`src/rtl/cache2vias_ctrl.sv`:
```
// rtl/cache2vias_ctrl.sv - 2-way set-associative cache sequencing controller with LRU replacement.
// Optional write-back mode with dirty bits: define CACHE_WRITEBACK_EN (default is write-through).
module cache2vias_ctrl #(
    parameter int TAG_W  = 2,
    parameter int IDX_W  = 3,
    parameter int DATA_W = 8
) (
    input  logic                   clock,
    input  logic                   reset,
    input  logic                   cpu_req,
    input  logic                   cpu_wren,
    input  logic [TAG_W+IDX_W-1:0] cpu_addr,
    input  logic [DATA_W-1:0]      cpu_wdata,
    output logic [DATA_W-1:0]      cpu_rdata,
    output logic                   cpu_ready,
    output logic                   cpu_hit,
    output logic                   cpu_miss,
    output logic                   busy,
    output logic                   mem_req,
    output logic                   mem_wren,
    output logic [TAG_W+IDX_W-1:0] mem_addr,
    output logic [DATA_W-1:0]      mem_wdata,
    input  logic [DATA_W-1:0]      mem_rdata,
    input  logic                   mem_ack
);

    localparam int ADDR_W = TAG_W + IDX_W;
    localparam int SETS   = 1 << IDX_W;
`ifdef CACHE_WRITEBACK_EN
    localparam bit WB_MODE = 1'b1;
`else
    localparam bit WB_MODE = 1'b0;
`endif

    typedef enum logic [2:0] {
        IDLE, LOOKUP, WRITEBACK, FILL, WRITETHRU, RESPOND
    } state_t;

    state_t state, state_next;

    logic              req_wren;
    logic [TAG_W-1:0]  req_tag;
    logic [IDX_W-1:0]  req_idx;
    logic [DATA_W-1:0] req_wdata;
    logic              hit_r;
    logic              victim_r;
    logic [DATA_W-1:0] rdata_r;

    logic [SETS-1:0]   valid [2];
    logic [SETS-1:0]   lru;
    logic [TAG_W-1:0]  tag_mem  [2][SETS];
    logic [DATA_W-1:0] data_mem [2][SETS];

    logic              hit0, hit1, hit, hit_way, victim_sel, victim_dirty;
    logic              wr_en, wr_way, lru_en, lru_way, rdata_en;
    logic [DATA_W-1:0] wr_data, rdata_val;

    assign hit0    = valid[0][req_idx] && (tag_mem[0][req_idx] == req_tag);
    assign hit1    = valid[1][req_idx] && (tag_mem[1][req_idx] == req_tag);
    assign hit     = hit0 || hit1;
    assign hit_way = hit1;
    // Fill empty ways first (way 0 preferred), otherwise evict the least recently used.
    assign victim_sel = !valid[0][req_idx] ? 1'b0 :
                        !valid[1][req_idx] ? 1'b1 : lru[req_idx];

`ifdef CACHE_WRITEBACK_EN
    logic [SETS-1:0] dirty [2];

    assign victim_dirty = valid[victim_sel][req_idx] && dirty[victim_sel][req_idx];

    // Writes install dirty lines, fills install clean ones.
    always_ff @(posedge clock) begin
        if (reset) begin
            dirty[0] <= '0;
            dirty[1] <= '0;
        end else if (wr_en) begin
            dirty[wr_way][req_idx] <= (state != FILL);
        end else if (state == WRITEBACK && mem_ack) begin
            dirty[victim_r][req_idx] <= 1'b0;
        end
    end
`else
    assign victim_dirty = 1'b0;
`endif

    always_ff @(posedge clock) begin
        if (reset) begin
            state     <= IDLE;
            req_wren  <= 1'b0;
            req_tag   <= '0;
            req_idx   <= '0;
            req_wdata <= '0;
            hit_r     <= 1'b0;
            victim_r  <= 1'b0;
            rdata_r   <= '0;
            valid[0]  <= '0;
            valid[1]  <= '0;
            lru       <= '0;
        end else begin
            state <= state_next;
            if (state == IDLE && cpu_req) begin
                req_wren  <= cpu_wren;
                req_tag   <= cpu_addr[ADDR_W-1:IDX_W];
                req_idx   <= cpu_addr[IDX_W-1:0];
                req_wdata <= cpu_wdata;
            end
            if (state == LOOKUP) begin
                hit_r    <= hit;
                victim_r <= victim_sel;
            end
            if (wr_en)
                valid[wr_way][req_idx] <= 1'b1;
            if (lru_en)
                lru[req_idx] <= ~lru_way;
            if (rdata_en)
                rdata_r <= rdata_val;
        end
    end

    always_ff @(posedge clock) begin
        if (wr_en) begin
            tag_mem[wr_way][req_idx]  <= req_tag;
            data_mem[wr_way][req_idx] <= wr_data;
        end
    end

    always_comb begin
        state_next = state;
        wr_en      = 1'b0;
        wr_way     = victim_r;
        wr_data    = req_wdata;
        lru_en     = 1'b0;
        lru_way    = victim_r;
        rdata_en   = 1'b0;
        rdata_val  = mem_rdata;
        mem_req    = 1'b0;
        mem_wren   = 1'b0;
        mem_addr   = '0;
        mem_wdata  = '0;
        case (state)
            IDLE: begin
                if (cpu_req)
                    state_next = LOOKUP;
            end
            LOOKUP: begin
                if (hit) begin
                    lru_en  = 1'b1;
                    lru_way = hit_way;
                    if (req_wren) begin
                        wr_en      = 1'b1;
                        wr_way     = hit_way;
                        state_next = WB_MODE ? RESPOND : WRITETHRU;
                    end else begin
                        rdata_en   = 1'b1;
                        rdata_val  = data_mem[hit_way][req_idx];
                        state_next = RESPOND;
                    end
                end else if (victim_dirty) begin
                    state_next = WRITEBACK;
                end else if (req_wren) begin
                    // One-word lines: write-allocate needs no fetch.
                    wr_en      = 1'b1;
                    wr_way     = victim_sel;
                    lru_en     = 1'b1;
                    lru_way    = victim_sel;
                    state_next = WB_MODE ? RESPOND : WRITETHRU;
                end else begin
                    state_next = FILL;
                end
            end
            WRITEBACK: begin
                mem_req   = 1'b1;
                mem_wren  = 1'b1;
                mem_addr  = {tag_mem[victim_r][req_idx], req_idx};
                mem_wdata = data_mem[victim_r][req_idx];
                if (mem_ack) begin
                    if (req_wren) begin
                        wr_en      = 1'b1;
                        lru_en     = 1'b1;
                        state_next = RESPOND;
                    end else begin
                        state_next = FILL;
                    end
                end
            end
            FILL: begin
                mem_req  = 1'b1;
                mem_addr = {req_tag, req_idx};
                if (mem_ack) begin
                    wr_en      = 1'b1;
                    wr_data    = mem_rdata;
                    lru_en     = 1'b1;
                    rdata_en   = 1'b1;
                    state_next = RESPOND;
                end
            end
            WRITETHRU: begin
                mem_req   = 1'b1;
                mem_wren  = 1'b1;
                mem_addr  = {req_tag, req_idx};
                mem_wdata = req_wdata;
                if (mem_ack)
                    state_next = RESPOND;
            end
            RESPOND: state_next = IDLE;
            default: state_next = IDLE;
        endcase
    end

    assign cpu_rdata = rdata_r;
    assign cpu_ready = (state == RESPOND);
    assign cpu_hit   = (state == RESPOND) && hit_r;
    assign cpu_miss  = (state == RESPOND) && !hit_r;
    assign busy      = (state != IDLE);

endmodule

```
`config.mk`:
```
export PLATFORM = sky130hd
export DESIGN_NAME = cache2vias_ctrl
export DESIGN_NICKNAME = d
export VERILOG_FILES = /design/src/rtl/cache2vias_ctrl.sv
export SDC_FILE = /design/constraint.sdc
export NUM_CORES = 1
export LEC_CHECK = 0
export CAP_MARGIN = 15
export CORE_UTILIZATION = 40
export DETAILED_ROUTE_END_ITERATION = 7
export HOLD_SLACK_MARGIN = 0.06
export MAX_ROUTING_LAYER = met4
export SYNTH_ARGS = -nofsm -noshare
export SYNTH_HDL_FRONTEND = slang
export SYNTH_SLANG_ARGS = --single-unit
```
`constraint.sdc`:
```
create_clock -name clock -period 3.5 [get_ports clock]
set_input_delay 0.525 -clock clock [delete_from_list [all_inputs] [get_ports clock]]
set_output_delay 0.525 -clock clock [all_outputs]
set_load 0.02 [all_outputs]
```
==> flow_metrics.py, run 1 <==
metrics = {
    "routing": {
        "wl_per_cell_microns": 22.72,
        "drt-initial-drc-count": 792,
        "drt-pass1-iter-count": 5,
        "viasPerCell": 5.679,
        "via_count": 7013,
        "antenna_left": 0,
        "wl_microns": 28060,
        "drc": 0,
    },
    "sta": {
        "hold_viol": 0,
        "period_share_pct": 96.87,
        "hold_ws_ps": 466.1,
        "layout_min_cycle_time_ps": 3391,
        "fin_skew_ps": 10.10,
        "drv_slew": 0,
        "tightest_slew_ps": 1103,
        "rsz0062_at_grt": "yes",
        "fmax_mhz": 294.9,
        "setup_viol_count_final": 0,
        "relSlewSlack_pct": 26.44,
    },
    "worst_hold_path": {
        "hold_class": "reg -> reg",
    },
    "setup_path": {
        "end_kind": "flip-flop",
        "worst-r2r-setup-slack_ps": 110,
        "ff2ff_path_depth": 9,
        "rr_startpoint": "req_idx[0]",
        "r2r-end": "data_mem[1][62]",
        "cp.required_ps": 3720,
        "path_class": "reg -> reg",
        "endpoint": "data_mem[1][62]",
        "startpoint": "req_idx[0]",
        "start_kind": "flip-flop",
        "cp_data_arrival_time_ps": 3610,
        "critPathMaxFanout": 10,
    },
    "yosys": {
        "synthAdderAreaFrac_pct": 0,
        "yosysUniqueCellTypes": 59,
        "syn-mean-instance-area_sq_um": 12.41,
        "yosys.area_share.simple_pct": 11.23,
        "synth.area.mux_share_pct": 17.17,
        "synth_compound_area_share_pct": 9.829,
        "synth_top_family_by_area": "multiplexers",
        "synthCells": 806,
        "synth_warnings": 0,
        "synthTopCellsByArea": "edfxtp_1 48%, dfxtp_1 10%, mux4_2 8.6%, mux2i_1 7.6%, nand2_1 4.2%",
        "synth.top_cell.area_share_pct": 48.02,
        "synth_xor_area_share_pct": 0.1751,
        "synth_seq_area_share_pct": 58.42,
        "synth_edf_count": 160,
        "syn-cell-area_sq_um": 10010,
        "synth_nets": 832,
        "synth_largest_area_cell": "edfxtp_1",
        "async_flop_share_pct": 0,
        "synthFlopType": "edfxtp_1",
        "synth_seq_cells": 212,
    },
    "clock_tree": {
        "cts_buffer_depth": 3,
        "root_buffer": "clkbuf_16",
        "clkLatencyLatePin_ps": 520,
        "cts_tree": "yes",
        "h-tree-depth": 1,
        "cts.clk_slew.worst_paths_ps": 60,
        "cts_buffers": 24,
        "cts.sinks": 212,
    },
    "place": {
        "gp_congestion": 0.8567,
        "dp.cells": 1187,
        "hpwl_microns": 19600,
        "place_area_sq_um": 11260,
        "io_buffers": 52,
    },
    "die": {
        "die_height_microns": 160.2,
        "start_util_pct": 40.90,
        "io_pins": 53,
        "rows": 57,
        "die_x_microns": 160.2,
        "die-area_sq_um": 25650,
        "core-area_sq_um": 24460,
    },
    "global_route": {
        "grt_pass1_vias": 7019,
        "grt_pass1_wl_microns": 42890,
        "grt.overflow.total": 0,
        "grt_max_degree": 52,
        "antenna_found_initial": 0,
        "grtUsageTotal_pct": 22.86,
    },
    "layout": {
        "post-route-cell-area_sq_um": 12200,
        "mostFrequentLayoutCells": "160 x edfxtp_1, 111 x nand2_1, 74 x mux2i_1",
        "area.growth.synth_to_final_pct": 21.95,
        "final_common_cell": "edfxtp_1",
        "nets": 919,
        "layoutNonFillerInstCount": 1235,
        "drive_above_1_share_pct": 20.31,
        "num-fill-cells": 2119,
        "antennaDiodeCount": 0,
    },
    "pwr": {
        "peakVddDrop_uv": 338.9,
        "power_density_nw_per_um2": 563.9,
        "leakage_uw": 0.004226,
        "power_uw": 6880,
    },
    "outcome": {
        "status": "completed",
    },
    "job": {
        "max_cap_viol_count": 0,
    },
}
Yosys cell counts (8+ instances only):
cell and instances:
edfxtp_1 160, nand2_1 112, mux2i_1 76, nor2_1 73
dfxtp_1 52, a21oi_1 41, mux4_2 38, clkbuf_1 35
o22ai_1 24, nand3_1 21, buf_2 11, nor3_1 11
nand4_1 10, a211oi_1 9, a221oi_1 9, a31oi_1 9
inv_1 9, o21ai_0 9, a22oi_1 8, buf_1 8
o21ai_1 8
metal layers:
layer	up-vias	track usage, %	wire [microns]	part of all wire, %
li1	3225	-	-	-
met1	3490	30.34	11960	43
met2	261	37.00	13590	48
met3	37	2.857	1996	7.1
met4	0	6.234	520	1.9
met5	-	-	0	0
cell type report:
type | count | area, sq um | area share [%]
well taps | 324 | 405.4 | 3.322
clock buffers | 31 | 668.1 | 5.476
flip-flops and latches | 212 | 5858 | 48.01
clock inverters | 13 | 138.9 | 1.138
inverters | 9 | 36.28 | 0.2974
repair buffers | 122 | 1176 | 9.639
multi-input cells | 524 | 3919 | 32.12
power breakdown:
part	internal (uW)	switching, uW	leakage, uW
sequential	2850	74.6	0.00190
combinational	526	860	0.00193
clock	1560	1000	0.000400
worst max-delay path: stages (launching register included):
cell and delay [ps]:
dfxtp_4 470, buf_4 220, mux4_2 520, mux2_2 330, a32oi_1 330, o31ai_2 150
a41oi_2 310, nand2b_1 260, nor2_1 260, buf_4 240
flip-flops by register name, indices dropped and copies added (netlist names), named ones only:
name       count
data_mem     128
req_wren       1
hit_r          1
tag_mem       32
cpu_rdata      8
req_tag        2
req_wdata      8
victim_r       1
lru            8
valid         16
req_idx        3
state          3
worst min path at each step:
stage / from / to / slack (ps) / cells after the start
4_1_cts: valid[1][4] / valid[1][4] / 470 / 2
3_5_place_dp: valid[1][4] / valid[1][4] / 450 / 2
6_report: valid[1][2] / valid[1][2] / 470 / 2
5_1_grt: valid[1][2] / valid[1][2] / 490 / 2
3_3_place_gp: valid[1][3] / valid[1][3] / 450 / 2
2_1_floorplan: valid[0][1] / valid[0][1] / 430 / 2
per-stage QoR:
stage / setup WS (ps) / TNS, ps / util (%)
after floorplan: 127.1 / 0 / -
after global placement: 138.9 / 0 / 46.02
after detailed placement: 124.0 / 0 / 46.02
after CTS: -14.98 / -14.98 / 49.62
after global routing: -35.23 / -35.23 / 49.88
final: 109.5 / 0 / 49.88
repair_timing:
item | 4_1_cts | 5_1_grt
endpoints found under the setup margin | 10 | 10
setup buffers | 4 | 0
hold buffers | 0 | 0
resized for setup | 12 | 20
pin swaps | 0 | 0
kinds of logic (layout without fill, tap and decap cells):
family	count (synthesis)	in the layout
buffers and inverters	70	175
flip-flops	212	212
multiplexers	123	123
AO/OA/AOI/OAI	143	143
XOR/XNOR	2	2
AND/OR/NAND/NOR	256	256
No activity file was read; power rests on OpenSTA's default activity.
==> run 2: changes to the inputs <==
Settings changed: SKIP_LAST_GASP from default to 1.
==> flow_metrics.py, run 2 (same netlist as run 1, synthesis figures left out) <==
metrics = {
    "outcome": {
        "status": "completed",
    },
    "clock_tree": {
        "cts_buffers": 24,
        "cts.clk_slew.worst_paths_ps": 60,
        "cts_buffer_depth": 3,
        "root_buffer": "clkbuf_16",
        "ctsHoldBuffers": 0,
        "cts.sinks": 212,
        "cts_tree": "yes",
        "clkLatencyLatePin_ps": 520,
        "h-tree-depth": 1,
    },
    "layout": {
        "num-fill-cells": 2127,
        "final_common_cell": "edfxtp_1",
        "area.growth.synth_to_final_pct": 22.05,
        "largest_register": "data_mem",
        "drive_above_1_share_pct": 20.57,
        "reg.largest.list": "data_mem: 128 flops, tag_mem: 32 flops, valid: 16 flops",
        "largest_reg_flops": 128,
        "mostFrequentLayoutCells": "160 x edfxtp_1, 110 x nand2_1, 75 x mux2i_1",
        "nets": 922,
        "regArea_sq_um": 5858,
        "antennaDiodeCount": 0,
        "multiInputGateArea_sq_um": 3913,
    },
    "pwr": {
        "power_frac_comb_pct": 20.2,
        "peakVddDrop_uv": 339.6,
        "internal_power_uw": 4943,
        "power_frac_seq_pct": 42.5,
        "power_density_nw_per_um2": 563.4,
        "swShare_pct": 28.16,
        "power_uw": 6881,
        "netSwitchingPower_uw": 1938,
        "p_clk_share_pct": 37.4,
        "leakage_uw": 0.004231,
    },
    "sta": {
        "fmax_mhz": 289.9,
        "drv_slew": 0,
        "hold_ws_ps": 467.5,
        "relSlewSlack_pct": 27.57,
        "tightest_slew_ps": 1086,
        "timing.final.ws_setup_ps": 50.87,
        "period_share_pct": 98.55,
        "rsz0062_at_grt": "yes",
        "fin_skew_ps": 10.42,
        "setup_tns_ps": 0,
        "setup_viol_count_final": 0,
        "hold_viol": 0,
        "layout_min_cycle_time_ps": 3449,
    },
    "setup_path": {
        "critPathSlowestCell": "clkdlybuf4s50_1",
        "cp_data_arrival_time_ps": 2920,
        "critPathMaxStageDelay_ps": 540,
        "end_kind": "output pin",
        "critPathMaxFanout": 18,
        "path_class": "reg -> out",
        "rr_startpoint": "req_idx[0]",
        "cp.required_ps": 2970,
        "start_kind": "flip-flop",
        "ff2ff_path_depth": 9,
        "crit_chain": "clkinvlp_4 -> buf_4 -> nand2_1 -> buf_12 -> o22ai_1 -> nor3_2 -> nand2_1 -> a22oi_1 -> nor2_1 -> clkdlybuf4s50_1",
        "crit_top_cell": "nand2_1",
        "worst-r2r-setup-slack_ps": 100,
        "r2r-end": "data_mem[1][62]",
    },
    "place": {
        "hpwl_microns": 19600,
        "gp_congestion": 0.8567,
        "place_ws_ps": 124.0,
        "io_buffers": 52,
    },
    "die": {
        "rows": 57,
        "die-area_sq_um": 25650,
        "die_height_microns": 160.2,
        "io_pins": 53,
        "start_util_pct": 40.90,
        "core-area_sq_um": 24460,
        "die_x_microns": 160.2,
    },
    "job": {
        "max_cap_viol_count": 0,
    },
    "routing": {
        "via_count": 7045,
        "wl_microns": 28100,
        "drc": 0,
        "drt-pass1-iter-count": 7,
        "drt-initial-drc-count": 756,
        "antenna_left": 0,
        "viasPerCell": 5.691,
        "wl_per_cell_microns": 22.70,
    },
    "global_route": {
        "grt_pass1_vias": 7019,
        "grt_pass1_wl_microns": 42890,
        "grt.overflow.total": 0,
        "grtUsageTotal_pct": 22.86,
        "antenna_found_initial": 0,
        "grt_max_degree": 52,
    },
    "worst_hold_path": {
        "min_path_cells": 2,
        "hold_class": "reg -> reg",
        "hp-start": "valid[0][3]",
        "hold_end": "valid[0][3]",
    },
}
run 2: cell count changes in the layout (fill, tap and decap cells not counted), sizes merged:
cell and change:
inv -1, clkinvlp +1, buf +3
run 2: worst max-delay path by stage:
| stage | endpoint | from | cells after the start |
|---|---|---|---|
| 2_1_floorplan | data_mem[0][40] | req_idx[0] | 9 |
| 3_3_place_gp | data_mem[0][43] | req_idx[0] | 8 |
| 3_5_place_dp | data_mem[0][28] | req_idx[0] | 8 |
| 4_1_cts | mem_wdata[4] | req_idx[2] | 10 |
| 5_1_grt | mem_wdata[0] | req_idx[2] | 10 |
| 6_report | mem_wdata[0] | req_idx[2] | 10 |
run 2: through the flow:
stage	util, %	std cells	instance area (sq um)
after floorplan	-	806	10010
after global placement	46.02	1187	11260
after detailed placement	46.02	1187	11260
after CTS	49.62	1235	12140
after global routing	49.92	1238	12210
final	49.92	1238	12210
run 2: power groups by stage:
| stage | combinational, uW | sequential (uW) | clock (uW) |
|---|---|---|---|
| 6_report | 1390 | 2920 | 2570 |
| 5_1_grt | 1500 | 2930 | 2710 |
| 4_1_cts | 1370 | 2920 | 2610 |
| 3_5_place_dp | 1320 | 2990 | 0 |
| 3_3_place_gp | 1320 | 2980 | 0 |
| 2_1_floorplan | 832 | 2940 | 0 |
run 2: final cells by class:
type / count / share of cell area, %
clock buffers: 31 / 5.471
clock inverters: 13 / 1.137
inverters: 9 / 0.3074
multi-input cells: 524 / 32.04
flip-flops and latches: 212 / 47.97
well taps: 324 / 3.320
repair buffers: 125 / 9.754
run 2: layer usage:
layer	vias to the layer above	part of all wire, %	GRT usage [%]
met3	40	6.7	2.857
li1	3234	-	-
met4	0	1.9	6.234
met1	3504	43	30.34
met5	-	0	-
met2	267	48	37.00
run 2: critical path, delay by kind of cell (launching register included):
family          cells  cell delay, ps
buf+inv             4            1120
flops               1             410
simple gates        4             560
compound gates      2             290
run 2: timing repair:
action                     CTS  global route
setup endpoints to repair   10            10
resized for setup           11            17
setup buffers                4             3
